`src/rtl/leds_pkg.sv`:
```
// Shared constants for the LED output stage: register map, MODE encodings
// and the blink state encoding.
package leds_pkg;

    localparam logic [2:0] ADDR_CTRL     = 3'd0;
    localparam logic [2:0] ADDR_DUTY     = 3'd1;
    localparam logic [2:0] ADDR_ON_LEN   = 3'd2;
    localparam logic [2:0] ADDR_OFF_LEN  = 3'd3;
    localparam logic [2:0] ADDR_PRESCALE = 3'd4;
    localparam logic [2:0] ADDR_STATUS   = 3'd5;

    localparam logic [1:0] MODE_PASS  = 2'b00;
    localparam logic [1:0] MODE_PWM   = 2'b01;
    localparam logic [1:0] MODE_BLINK = 2'b10;
    localparam logic [1:0] MODE_OFF   = 2'b11;

    typedef enum logic [1:0] {
        ST_IDLE = 2'd0,
        ST_ON   = 2'd1,
        ST_OFF  = 2'd2
    } blink_state_t;

endpackage

```
`src/rtl/leds_tick_gen.sv`:
```
// Blink prescaler: one-clk tick every prescale+1 clocks while enabled,
// counter held at zero while disabled.
module leds_tick_gen #(
    parameter int TICK_W = 16
) (
    input  logic              clk,
    input  logic              reset,
    input  logic              en,
    input  logic [TICK_W-1:0] prescale,
    output logic              tick
);

    logic [TICK_W-1:0] cnt;

    // >= rather than == so a PRESCALE lowered below the running count
    // wraps immediately instead of rolling through the full counter range.
    assign tick = en & (cnt >= prescale);

    always_ff @(posedge clk) begin
        if (reset || !en) begin
            cnt <= '0;
        end else if (tick) begin
            cnt <= '0;
        end else begin
            cnt <= cnt + TICK_W'(1);
        end
    end

endmodule

```
`src/rtl/leds_led_pwm.sv`:
```
// LED output stage behind the LED PIO: pass-through, PWM dimming or timed
// blink of led_in, configured through a zero-wait-state Avalon-MM slave.
module leds_led_pwm
    import leds_pkg::*;
#(
    parameter int PWM_W   = 8,
    parameter int TICK_W  = 16,
    parameter int BLINK_W = 12
) (
    input  logic        clk,
    input  logic        reset,
    input  logic [2:0]  address,
    input  logic        chipselect,
    input  logic        write_n,
    input  logic [31:0] writedata,
    output logic [31:0] readdata,
    input  logic        led_in,
    output logic        led_out
);

    // Bus: a write is accepted on every posedge where chipselect=1 and
    // write_n=0 (no waitrequest); readdata follows address combinationally.
    logic wr;
    assign wr = chipselect & ~write_n;

    logic [2:0]         ctrl;
    logic [PWM_W-1:0]   duty;
    logic [BLINK_W-1:0] on_len;
    logic [BLINK_W-1:0] off_len;
    logic [TICK_W-1:0]  prescale;
    logic               unused_wdata;

    assign unused_wdata = ^writedata;

    logic       en;
    logic [1:0] mode;
    assign en   = ctrl[0];
    assign mode = ctrl[2:1];

    always_ff @(posedge clk) begin
        if (reset) begin
            ctrl     <= '0;
            duty     <= '0;
            on_len   <= '0;
            off_len  <= '0;
            prescale <= '0;
        end else if (wr) begin
            case (address)
                ADDR_CTRL:     ctrl     <= writedata[2:0];
                ADDR_DUTY:     duty     <= writedata[PWM_W-1:0];
                ADDR_ON_LEN:   on_len   <= writedata[BLINK_W-1:0];
                ADDR_OFF_LEN:  off_len  <= writedata[BLINK_W-1:0];
                ADDR_PRESCALE: prescale <= writedata[TICK_W-1:0];
                default: ;
            endcase
        end
    end

    logic tick;

    leds_tick_gen #(.TICK_W(TICK_W)) u_tick_gen (
        .clk      (clk),
        .reset    (reset),
        .en       (en),
        .prescale (prescale),
        .tick     (tick)
    );

    // PWM: duty_act only changes at period start; while disabled the counter
    // sits at period start, so duty_act tracks DUTY then too.
    logic [PWM_W-1:0] pwm_cnt;
    logic [PWM_W-1:0] duty_act;
    logic [PWM_W-1:0] duty_fwd;
    logic             pwm_on;

    assign duty_fwd = (wr && address == ADDR_DUTY) ? writedata[PWM_W-1:0] : duty;
    assign pwm_on   = (pwm_cnt < duty_act) | (&duty_act);

    always_ff @(posedge clk) begin
        if (reset) begin
            pwm_cnt  <= '0;
            duty_act <= '0;
        end else if (!en) begin
            pwm_cnt  <= '0;
            duty_act <= duty_fwd;
        end else begin
            pwm_cnt <= pwm_cnt + PWM_W'(1);
            if (&pwm_cnt) begin
                duty_act <= duty_fwd;
            end
        end
    end

    blink_state_t       state, state_nxt;
    logic [BLINK_W-1:0] phase_cnt, phase_cnt_nxt;
    logic [BLINK_W-1:0] phase_len, phase_len_nxt;
    logic               blink_go;
    logic               phase_done;

    assign blink_go   = en & (mode == MODE_BLINK) & led_in;
    assign phase_done = (phase_len == '0) |
                        (tick & ((phase_cnt + BLINK_W'(1)) == phase_len));

    always_ff @(posedge clk) begin
        if (reset) begin
            state     <= ST_IDLE;
            phase_cnt <= '0;
            phase_len <= '0;
        end else begin
            state     <= state_nxt;
            phase_cnt <= phase_cnt_nxt;
            phase_len <= phase_len_nxt;
        end
    end

    always_comb begin
        state_nxt     = state;
        phase_cnt_nxt = phase_cnt;
        phase_len_nxt = phase_len;
        case (state)
            ST_IDLE: begin
                if (blink_go) begin
                    state_nxt     = ST_ON;
                    phase_len_nxt = on_len;
                    phase_cnt_nxt = '0;
                end
            end
            ST_ON: begin
                if (!blink_go) begin
                    state_nxt = ST_IDLE;
                end else if (phase_done) begin
                    state_nxt     = ST_OFF;
                    phase_len_nxt = off_len;
                    phase_cnt_nxt = '0;
                end else if (tick) begin
                    phase_cnt_nxt = phase_cnt + BLINK_W'(1);
                end
            end
            ST_OFF: begin
                if (!blink_go) begin
                    state_nxt = ST_IDLE;
                end else if (phase_done) begin
                    state_nxt     = ST_ON;
                    phase_len_nxt = on_len;
                    phase_cnt_nxt = '0;
                end else if (tick) begin
                    phase_cnt_nxt = phase_cnt + BLINK_W'(1);
                end
            end
            default: state_nxt = ST_IDLE;
        endcase
    end

    // A zero-length ON phase keeps the LED dark, which also covers both
    // lengths zero while the FSM toggles.
    logic nxt;
    always_comb begin
        nxt = 1'b0;
        if (en) begin
            case (mode)
                MODE_PASS:  nxt = led_in;
                MODE_PWM:   nxt = led_in & pwm_on;
                MODE_BLINK: nxt = led_in & (state == ST_ON) & (phase_len != '0);
                default:    nxt = 1'b0;
            endcase
        end
    end

    always_ff @(posedge clk) begin
        if (reset) begin
            led_out <= 1'b0;
        end else begin
            led_out <= nxt;
        end
    end

    always_comb begin
        readdata = '0;
        case (address)
            ADDR_CTRL:     readdata = {29'b0, ctrl};
            ADDR_DUTY:     readdata = {{(32-PWM_W){1'b0}}, duty};
            ADDR_ON_LEN:   readdata = {{(32-BLINK_W){1'b0}}, on_len};
            ADDR_OFF_LEN:  readdata = {{(32-BLINK_W){1'b0}}, off_len};
            ADDR_PRESCALE: readdata = {{(32-TICK_W){1'b0}}, prescale};
            ADDR_STATUS:   readdata = {29'b0, led_out, state};
            default:       readdata = '0;
        endcase
    end

endmodule

```
`config.mk`:
```
export PLATFORM = sky130hd
export DESIGN_NAME = leds_led_pwm
export DESIGN_NICKNAME = d
export VERILOG_FILES = /design/src/rtl/leds_pkg.sv /design/src/rtl/leds_tick_gen.sv /design/src/rtl/leds_led_pwm.sv
export SDC_FILE = /design/constraint.sdc
export NUM_CORES = 1
export LEC_CHECK = 0
export ABC_AREA = 1
export BUFFER_PORTS_ARGS = -buffer_cell sky130_fd_sc_hd__buf_2
export CORE_MARGIN = 5
export CORE_UTILIZATION = 53
export CTS_CLUSTER_DIAMETER = 150
export CTS_CLUSTER_SIZE = 10
export DETAILED_ROUTE_END_ITERATION = 10
export PLACE_DENSITY = 0.77
export SLEW_MARGIN = 20
export SYNTH_ARGS = -nofsm -noshare
export SYNTH_HDL_FRONTEND = slang
export SYNTH_HIERARCHICAL = 1
export SYNTH_SLANG_ARGS = --single-unit
```
`constraint.sdc`:
```
create_clock -name clk -period 2.1 [get_ports clk]
set_input_delay 0.42 -clock clk [delete_from_list [all_inputs] [get_ports clk]]
set_output_delay 0.42 -clock clk [all_outputs]
set_load 0.02 [all_outputs]
```
==> flow_summary.yaml <==
critical_path:
  rr_endpoint: "phase_len[8]"
  slowest_stage: "dfxtp_2"
  cp-start-kind: "register"
  path_max_fanout: 6
  timing.critical_path.from: "prescale[10]"
  crit_path_end_kind: "register"
  cp.required_ns: 2.35
  r2r_cells: 18
  crit_path_end: "phase_len[8]"
  critPathKind: "reg -> reg"
  rrSetupSlack_ns: -0.40
  crit_chain: "inv_2, ha_4, nand4_1, nor3_4, nand2_2, a21oi_4, nand3_2, nor2_1, nand3_1, nor2_1, nand2_1, nor2_2, nand3_2, nand3_4, buf_6, nand3_2, nand2_2, nor2_1"
  reg2reg_from: "prescale[10]"
  cpPeakStageDelay_ns: 0.33
  cp_data_arrival_time_ns: 2.75
synth:
  synth.avg_cell_area_sq_um: 6.86
  ys_ff_latch: 110
  yosysSeqAreaShare_pct: 36.0
  async_flop_share_pct: 0
  synth_common_cells: "nand2_1 (174), inv_1 (131), dfxtp_1 (110)"
  synth_flop_cell: "dfxtp_1"
  postSynthCellCount: 892
  synth_area_leader_cell: "dfxtp_1"
  synth_warnings: 6
  yosysMostFrequentCell: "nand2_1"
  synth-edff-count: 0
  ys_types: 44
  synth_area_leaders: "dfxtp_1 (36%), nand2_1 (11%), inv_1 (8.0%)"
  synth_top_cell_area_share_pct: 36.0
  synth_area_sq_mm: 0.00612
global_routing:
  grt_pass1_wl_um: 25100
  grt-ovfl-total: 0
  grt_pass1_vias: 5289
  grt_max_degree: 51
  antenna_found_initial: 0
  groute.usage.overall_pct: 21.6
power_and_ir_drop:
  power_frac_seq_pct: 47.5
  clock_power_share_pct: 43.9
  power_frac_comb_pct: 8.5
  p_leak_nw: 3.11
  netSwitchingPower_mw: 1.08
  vdd_ir_drop_max_mv: 0.603
  p_int_mw: 3.45
  p_sw_share_pct: 23.9
  powerDensity_mw_per_mm2: 624
cells_and_area:
  final_net_count: 1045
  n_antenna_cell: 0
  multi_input_area_sq_mm: 0.00337
  drive_above_1_share_pct: 18.1
  syn2layout_area_growth_pct: 18.6
  ff_latch_area_sq_mm: 0.00221
  utilization_pct: 63.9
  n_fill_cell: 1012
floorplan:
  dieWidth_um: 117
  die_h_um: 117
  ioPinCount: 73
  initial_utilization_pct: 53.8
  core_area_sq_mm: 0.0114
  die_area_sq_mm: 0.0138
  row_count: 39
clock_tree:
  clockBufferDepth: 2
  cts_tree: "built"
  path_clk_slew_ns: 0.08
  htreeDepth: 3
  clock-sinks: 110
  cts_hold_buf: 0
  tritoncts.num_buffers: 9
  root_buffer: "clkbuf_16"
  insertion_delay_ns: 0.36
drt:
  num_vias: 5820
  first_pass_iters: 5
  drt_wl_total_um: 15200
  avgRoutedWirePerCell_um: 13.6
  drt-initial-drc-count: 435
  avgViaCountPerCell: 5.18
  ant_nets: 0
  drcViolationCount: 0
timing:
  fin_tns_setup_ns: -8.74
  relSlewSlack_pct: 44.7
  setup_ws_ns: -0.404
  finalHoldViolCount: 0
  tightest_slew_ns: 0.826
  rsz0062_at_grt: "true"
  timing.final.crit_share_pct: 119
  finalMaxSlewViolations: 0
  fin_crit_ns: 2.50
  fin_skew_ns: 0.0100
  finalSetupViolCount: 26
  fmax_mhz: 399
placed_design:
  post-place-ws_ns: -0.492
  portBuffers: 40
  place_congestion: 0.910
  hpwl_um: 11100
run_status:
  violations: "negative setup slack"
  outcome: "complete, but fails checks"
hold_path:
  hold_class: "in -> reg"
flow_run:
  maxCapViolCount: 0
-- flip-flops by register name, indices dropped and copies added (netlist names) --
register,count
u_tick_gen/cnt,16
state,2
prescale,16
on_len,12
phase_len,12
off_len,12
pwm_cnt,8
duty_act,8
ctrl,3
led_out,1
duty,8
phase_cnt,12
-- cells in the final DEF (no fill, tap or decap), types with 2 or more instances in the layout --
cell type  instances
a21oi_1           73
a221oi_1           2
a22oi_1            5
a31oi_1            2
buf_2             40
buf_4             57
bufinv_16          3
clkbuf_16          9
clkinv_2           2
conb_1            16
dfxtp_1          100
dfxtp_2           10
ha_1              25
ha_4               5
inv_1            124
inv_2              8
mux2i_1            4
nand2_1          169
nand2_2            7
nand2_4            2
nand3_1           47
nand3_2            8
nand4_1            6
nor2_1           107
nor2_2             8
nor2_4             4
nor3_1            10
nor3_4             2
nor4_1             6
o2111ai_1          5
o211ai_1           5
o21ai_0           76
xnor2_1            3
xor2_1            11
-- worst min-delay path by stage --
stage	slack [ns]	startpoint	end	cells after the start
after CTS	0.33	writedata[11]	off_len[11]	3
final	0.34	writedata[11]	off_len[11]	3
after global placement	0.44	pwm_cnt[0]	pwm_cnt[0]	1
after detailed placement	0.45	pwm_cnt[0]	pwm_cnt[0]	1
after global routing	0.34	writedata[11]	off_len[11]	3
after floorplan	0.41	u_tick_gen/cnt[0]	u_tick_gen/cnt[0]	1
-- cell type report --
| type | instances | area share, % |
|---|---|---|
| Clock inverter | 6 | 1.50 |
| Tap cell | 143 | 2.46 |
| Multi-Input combinational cell | 622 | 46.4 |
| Sequential cell | 110 | 30.5 |
| Clock buffer | 10 | 3.29 |
| Inverter | 134 | 7.05 |
| Timing Repair Buffer | 98 | 8.80 |
-- per-layer routing --
metal / vias to the layer above / wire (um) / track usage, %
met5: - / 0 / 0
met4: 0 / 363 / 9.89
met3: 27 / 666 / 3.22
met2: 148 / 7360 / 35.5
met1: 2628 / 6840 / 27.9
li1: 3017 / - / -
-- critical path, delay by kind of cell (launching register included) --
family,cells,cell delay (ns)
flip-flops,1,0.33
AO/OA/AOI/OAI,1,0.18
buffers and inverters,2,0.20
AND/OR/NAND/NOR,14,1.44
adder cells (fa/ha/maj),1,0.25
-- timing repair --
action,CTS,global route
buffers inserted,3,3
setup endpoints to repair,26,36
gates cloned,1,0
gates resized for setup,25,10
pin swaps,15,10
-- power groups by stage --
stage / registers, mW / clock network, mW / logic (mW)
floorplan: 2.19 / 0 / 0.271
global placement: 2.20 / 0 / 0.356
detailed placement: 2.20 / 0 / 0.361
CTS: 2.15 / 2.01 / 0.375
global route: 2.16 / 2.11 / 0.429
finish: 2.15 / 1.99 / 0.387
-- stage by stage --
| stage | instances | area (sq um) | total power [mW] | hold slack, ns |
|---|---|---|---|---|
| after floorplan | 907 | 6190 | 2.46 | 0.406 |
| after global placement | 1100 | 6720 | 2.56 | 0.440 |
| after detailed placement | 1100 | 6720 | 2.56 | 0.447 |
| after CTS | 1120 | 7200 | 4.54 | 0.333 |
| after global routing | 1123 | 7260 | 4.70 | 0.341 |
| final | 1123 | 7260 | 4.53 | 0.343 |
-- cells by family (layout without fill, tap and decap cells) --
group | Yosys count | count (layout) | share of synthesized area (%)
AO/OA/AOI/OAI | 176 | 176 | 15.6
buffers and inverters | 176 | 248 | 12.3
other | 1 | 16 | 0.0613
multiplexers | 4 | 4 | 0.654
XOR/XNOR | 14 | 14 | 2.00
adder cells (fa/ha/maj) | 30 | 30 | 6.13
flip-flops | 110 | 110 | 36.0
AND/OR/NAND/NOR | 381 | 382 | 27.4
Power figures use the tool's default switching activity.
